==> src/rtl/hls_fp17_mul_core_chn_o_rsci_out_ctrl.sv <==
// Output-channel transmitter for the fp17 multiplier core.
// Core results are pushed into a small skid FIFO and presented on the
// chn_o valid/ready interface. The core sees backpressure (bcwt) when the
// FIFO is full.
//
// Handshake: a transfer on chn_o happens in a cycle where chn_o_pvld and
// chn_o_prdy are both 1 at the rising edge. While pvld=1 and no transfer
// happens, pvld and pd are held stable. On the core side a push is taken
// only when iswt0=1, core_wten=0 and rdy=1. rdy and bcwt are derived only
// from registered occupancy, so a pop in the same cycle never opens a slot
// for a push when the FIFO is full.
module hls_fp17_mul_core_chn_o_rsci_out_ctrl #(
   parameter int DATA_WIDTH = 17,
   parameter int DEPTH      = 2,
   parameter int CNT_WIDTH  = 16
) (
   input  logic                  nvdla_core_clk,
   input  logic                  nvdla_core_rst,
   input  logic                  core_wten,
   input  logic                  chn_o_rsci_iswt0,
   input  logic [DATA_WIDTH-1:0] chn_o_rsci_d,
   output logic                  chn_o_rsci_rdy,
   output logic                  chn_o_rsci_bcwt,
   output logic                  chn_o_pvld,
   input  logic                  chn_o_prdy,
   output logic [DATA_WIDTH-1:0] chn_o_pd,
   input  logic                  stall_clr,
   output logic [CNT_WIDTH-1:0]  stall_cnt
);

   localparam int AW = $clog2(DEPTH);
   localparam int CW = AW + 1;
   localparam logic [CW-1:0] FULL_CNT = CW'(DEPTH);

   logic [DATA_WIDTH-1:0] mem_q [DEPTH];
   logic [AW-1:0]         wr_ptr_q, wr_ptr_d;
   logic [AW-1:0]         rd_ptr_q, rd_ptr_d;
   logic [CW-1:0]         count_q, count_d;
   logic [CNT_WIDTH-1:0]  stall_q, stall_d;
   logic                  push;
   logic                  pop;

   // Status outputs come straight from registered occupancy.
   always_comb begin
      chn_o_rsci_rdy  = (count_q != FULL_CNT);
      chn_o_rsci_bcwt = (count_q == FULL_CNT);
      chn_o_pvld      = (count_q != '0);
      chn_o_pd        = mem_q[rd_ptr_q];
      stall_cnt       = stall_q;
      push            = chn_o_rsci_iswt0 & ~core_wten & chn_o_rsci_rdy;
      pop             = chn_o_pvld & chn_o_prdy;
   end

   // Next-state for pointers, occupancy and the saturating stall counter.
   always_comb begin
      wr_ptr_d = wr_ptr_q;
      rd_ptr_d = rd_ptr_q;
      count_d  = count_q;
      stall_d  = stall_q;
      if (push) begin
         wr_ptr_d = wr_ptr_q + 1'b1;
      end
      if (pop) begin
         rd_ptr_d = rd_ptr_q + 1'b1;
      end
      case ({push, pop})
         2'b10:   count_d = count_q + 1'b1;
         2'b01:   count_d = count_q - 1'b1;
         default: count_d = count_q;
      endcase
      if (stall_clr) begin
         stall_d = '0;
      end else if (chn_o_pvld && !chn_o_prdy && (stall_q != '1)) begin
         stall_d = stall_q + 1'b1;
      end
   end

   // State registers; reset discards buffered data and clears storage.
   always_ff @(posedge nvdla_core_clk) begin
      if (nvdla_core_rst) begin
         wr_ptr_q <= '0;
         rd_ptr_q <= '0;
         count_q  <= '0;
         stall_q  <= '0;
         for (int i = 0; i < DEPTH; i++) begin
            mem_q[i] <= '0;
         end
      end else begin
         wr_ptr_q <= wr_ptr_d;
         rd_ptr_q <= rd_ptr_d;
         count_q  <= count_d;
         stall_q  <= stall_d;
         if (push) begin
            mem_q[wr_ptr_q] <= chn_o_rsci_d;
         end
      end
   end

endmodule

==> config.mk <==
export PLATFORM = sky130hd
export DESIGN_NAME = hls_fp17_mul_core_chn_o_rsci_out_ctrl
export DESIGN_NICKNAME = d
export VERILOG_FILES = /design/src/rtl/hls_fp17_mul_core_chn_o_rsci_out_ctrl.sv
export SDC_FILE = /design/constraint.sdc
export NUM_CORES = 1
export LEC_CHECK = 0
export ABC_AREA = 1
export ABC_CLOCK_PERIOD_IN_PS = 2100
export BUFFER_PORTS_ARGS = -buffer_cell sky130_fd_sc_hd__buf_4
export CAP_MARGIN = 20
export CORE_ASPECT_RATIO = 0.9
export CORE_MARGIN = 2
export CORE_UTILIZATION = 45
export CTS_CLUSTER_SIZE = 14
export DETAILED_ROUTE_END_ITERATION = 7
export GPL_TIMING_DRIVEN = 0
export PLACE_DENSITY = 0.68
export SLEW_MARGIN = 5
export SYNTH_ARGS = -nofsm -noshare
export SYNTH_HDL_FRONTEND = slang
export SYNTH_SLANG_ARGS = --single-unit
==> constraint.sdc <==
create_clock -name nvdla_core_clk -period 2.1 [get_ports nvdla_core_clk]
set_input_delay 0.105 -clock nvdla_core_clk [delete_from_list [all_inputs] [get_ports nvdla_core_clk]]
set_output_delay 0.105 -clock nvdla_core_clk [all_outputs]
set_load 0.005 [all_outputs]
==> qor_table.md <==
| Item | This run |
| --- | --- |
| Outcome | finished, final reports clean |
| Area leader, netlist | sky130_fd_sc_hd__edfxtp_1 |
| Element type at the critical path start | input pin |
| Type of the worst setup path | in2reg |
| Critical Path Sink Type | register |
| Unrepaired setup endpoints after global routing | false |
| Classification of the worst-slack hold path | in2reg |
| Min Clock Period, post-route | 1.852 ns |
| Sequential-to-total area share from yosys stat | 0.5353 |
| Final hold vios | 0 |
| Root Driver | sky130_fd_sc_hd__clkbuf_8 |
| DR WL/cell | 12.63 µm |
| Core Footprint | 0.005725 mm² |
| Fraction of post-synthesis cell area in the top cell type by area | 0.3792 |
| Final estimated routing congestion in global placement | 0.8754 |
| Total die area | 0.006619 mm² |
| Power per Cell Area | 744.5 mW/mm² |
| Layout area overhead | 23.61% |
| Cell types occupying the most area after synthesis | sky130_fd_sc_hd__edfxtp_1 38%, sky130_fd_sc_hd__dfxtp_1 16%, sky130_fd_sc_hd__nor2_1 10% |
| Final Core Density | 0.5813 |
| Clock transition at path regs | 0.10 ns |
| Fraction of power spent switching nets | 0.2869 |
| I/O pin count | 59 |
| Wire length of the first global-routing pass | 9190 µm |
| Count of port buffers added during placement | 58 |
| Synth unique cells | 25 |
| Crit path arrival time | 1.82 ns |
| Initial DRC count | 84 |
| Post-Syn Area per Cell | 8.975 µm² |
| Clock tree from TritonCTS | done |
| Num Clock Sinks | 55 |
| Number of vias in the routed layout | 2,106 |
| Max-slew headroom | 0.7080 |
| GRT Util Overall | 0.1749 |
| H-tree Lvls | 2 |
| Effective utilization at floorplan | 0.4703 |
| Number of max-slew violations in the final report | 0 |
| Slowest-stage cell, CP | sky130_fd_sc_hd__dlygate4sd3_1 |
| Critical path data required time | 2.07 ns |
| Post-route DRC violation count | 0 |
| HPWL reported at the end of detailed placement | 3983 µm |
| Number of warning messages in the yosys log | 0 |
| Die Y | 77.39 µm |
| Worst hold slack | 0.06521 ns |
| Total net switching power | 711.0 µW |
| Cts bufs inserted | 5 |
| # fillers | 537 |
| Total overflow reported by the global router | 0 |
| Number of antenna violations at the first check in global routing | 0 |
| Flip-flop and latch count after synthesis | 55 |
| Share of post-route cells with drive strength above 1 | 0.3161 |
| Number of antenna cells inserted | 0 |
| Comb pwr share | 0.247 |
| Mapped Cells | 300 |
| Mapped cell area | 0.002693 mm² |
| Vias in the first global route | 2,007 |
| Number of buffers on the longest clock path | 2 |
| Achievable frequency | 539.8 MHz |
| Buffers inserted by post-CTS timing repair | 0 |
| Leakage dissipation | 0.001508 µW |
| Maximum cell stage delay along the critical path | 0.53 ns |
| Ordered list of cells on the worst path | dlygate4sd3_1 > buf_4 > inv_1 > nand2_2 > buf_4 > nand2_2 |
| Largest net degree at the start of global routing | 19 |
| Detailed-routing iteration count for the pre-antenna-repair pass | 4 |
| Worst slew pin tran | 0.4365 ns |
| Latest clock arrival within the worst-skew pair | 0.31 ns |
| Worst-case clock skew | 0.006611 ns |
| Peak fanout along the critical path | 17 |
| Seq pwr share | 0.510 |
| Maximum Capacitance Violations | 0 |
| Horizontal die dimension | 85.54 µm |
| Remaining antenna violation count | 0 |
| Number of vias per cell after detailed routing | 4.819 |
| Cell row count | 26 |
| Cell Int Power | 1767 µW |
| Max IR drop VDD | 0.0004781 V |
| Final worst-path cycle share | 0.8821 |
| Number of nets in the layout | 391 |
| Number of setup violations in the final report | 0 |
| Total routed wirelength | 5518 µm |
| Clk pwr share | 0.244 |
| Synthesized net count | 325 |
worst paths after layout:
kind                                      from      endpoint  slack (ns)  cells after the start
worst max-delay path            nvdla_core_rst   mem_q[0][6]        0.25                      6
worst min-delay path                 stall_clr  stall_cnt[0]        0.07                      4
worst max register to register      count_q[0]   mem_q[0][6]        0.26                      7
worst min register to register        rd_ptr_q      rd_ptr_q        0.46                      1
placed cells by master (no fill, tap or decap):
master / netlist / routed
sky130_fd_sc_hd__nor2_1: 72 / 72
sky130_fd_sc_hd__buf_4: 1 / 59
sky130_fd_sc_hd__nand2_1: 45 / 43
sky130_fd_sc_hd__inv_1: 34 / 34
sky130_fd_sc_hd__edfxtp_1: 34 / 34
sky130_fd_sc_hd__dfxtp_1: 21 / 21
sky130_fd_sc_hd__mux2_2: 17 / 17
sky130_fd_sc_hd__a21oi_1: 15 / 15
sky130_fd_sc_hd__nand3_1: 14 / 14
sky130_fd_sc_hd__nand2_2: 6 / 7
sky130_fd_sc_hd__nor2_2: 6 / 6
sky130_fd_sc_hd__inv_2: 5 / 5
sky130_fd_sc_hd__clkbuf_8: 0 / 5
sky130_fd_sc_hd__nand2_4: 3 / 4
sky130_fd_sc_hd__xor2_1: 4 / 4
sky130_fd_sc_hd__buf_2: 3 / 3
sky130_fd_sc_hd__nor2_4: 3 / 3
sky130_fd_sc_hd__o21ai_0: 3 / 3
sky130_fd_sc_hd__nand4_1: 3 / 3
sky130_fd_sc_hd__nand4_2: 2 / 2
sky130_fd_sc_hd__o21ai_1: 2 / 2
sky130_fd_sc_hd__nor3_1: 2 / 2
sky130_fd_sc_hd__ha_1: 2 / 2
sky130_fd_sc_hd__clkbuf_4: 1 / 1
sky130_fd_sc_hd__o21a_1: 1 / 1
sky130_fd_sc_hd__nor3_2: 1 / 1
sky130_fd_sc_hd__clkinvlp_4: 0 / 1
sky130_fd_sc_hd__inv_8: 0 / 1
sky130_fd_sc_hd__clkinv_2: 0 / 1
sky130_fd_sc_hd__dlygate4sd3_1: 0 / 1
worst max-delay path: cells and delay by family:
kind | cells | cell delay, ns
buffers and inverters | 4 | 1.14
AND/OR/NAND/NOR | 2 | 0.57
per-layer routing:
metal | part of all wire | GRT usage
met1 | 0.45 | 0.2215
met2 | 0.48 | 0.2969
met3 | 0.051 | 0.03830
met4 | 0.012 | 0.05714
met5 | 0 | 0
state kept, by name, indices dropped and copies added, names as in the netlist, named ones only:
name,count
stall_cnt,16
wr_ptr_q,1
count_q,2
rd_ptr_q,1
mem_q,34
per-stage QoR:
| step | instances | setup TNS [ns] | setup slack [ns] | power [µW] | cell area (µm²) |
|---|---|---|---|---|---|
| after floorplan | 300 | 0 | 0.3604 | 1639 | 2693 |
| after global placement | 428 | 0 | 0.01573 | 1891 | 3216 |
| after detailed placement | 428 | -0.2075 | -0.007785 | 1902 | 3216 |
| after CTS | 437 | 0 | 0.08867 | 2508 | 3323 |
| after global routing | 437 | 0 | 0.09946 | 2610 | 3328 |
| final | 437 | 0 | 0.2476 | 2478 | 3328 |
cell families (layout without fill, tap and decap cells):
family                     Yosys count  after routing  share of synthesized area
AOI/OAI and AO/OA                   21             21                    0.03996
adders and majority gates            2              2                   0.009292
xor gates and xnor gates             4              4                    0.01301
and+or+nand+nor                    157            157                     0.2658
muxes                               17             17                    0.07110
DFF                                 55             55                     0.5353
buffers and inverters               44            111                    0.06552
Yosys cell counts, drive strengths merged:
cell and n:
a21oi 15, buf 4, clkbuf 1, dfxtp 21, edfxtp 34, ha 2, inv 39, mux2 17
nand2 54, nand3 14, nand4 5, nor2 81, nor3 3, o21a 1, o21ai 5, xor2 4
layout make-up:
| class | instances | area (µm²) | share of cell area |
|---|---|---|---|
| tap | 70 | 87.58 | 0.02632 |
| sequential | 55 | 1441 | 0.4331 |
| clock inverter | 3 | 23.77 | 0.007143 |
| multi-input combinational | 201 | 1085 | 0.3259 |
| timing repair buffer | 59 | 445.4 | 0.1338 |
| buffer | 5 | 30.03 | 0.009023 |
| inverter | 39 | 146.4 | 0.04398 |
| clock buffer | 5 | 68.82 | 0.02068 |
power by group through the flow:
stage | logic [µW] | registers, µW | clock network, µW
after floorplan | 358 | 1280 | 0
after global placement | 606 | 1290 | 0
after detailed placement | 612 | 1290 | 0
after CTS | 619 | 1260 | 625
after global routing | 672 | 1270 | 665
final | 611 | 1260 | 604
what timing repair did:
| item | 4_1_cts | 5_1_grt |
|---|---|---|
| resized for setup | 2 | 1 |
| pin swaps | 0 | 0 |
| hold endpoints to repair | 1 | 0 |
| endpoints found under the setup margin | 34 | 17 |
| hold buffers | 1 | 0 |
(Power assumes the default switching activity.)
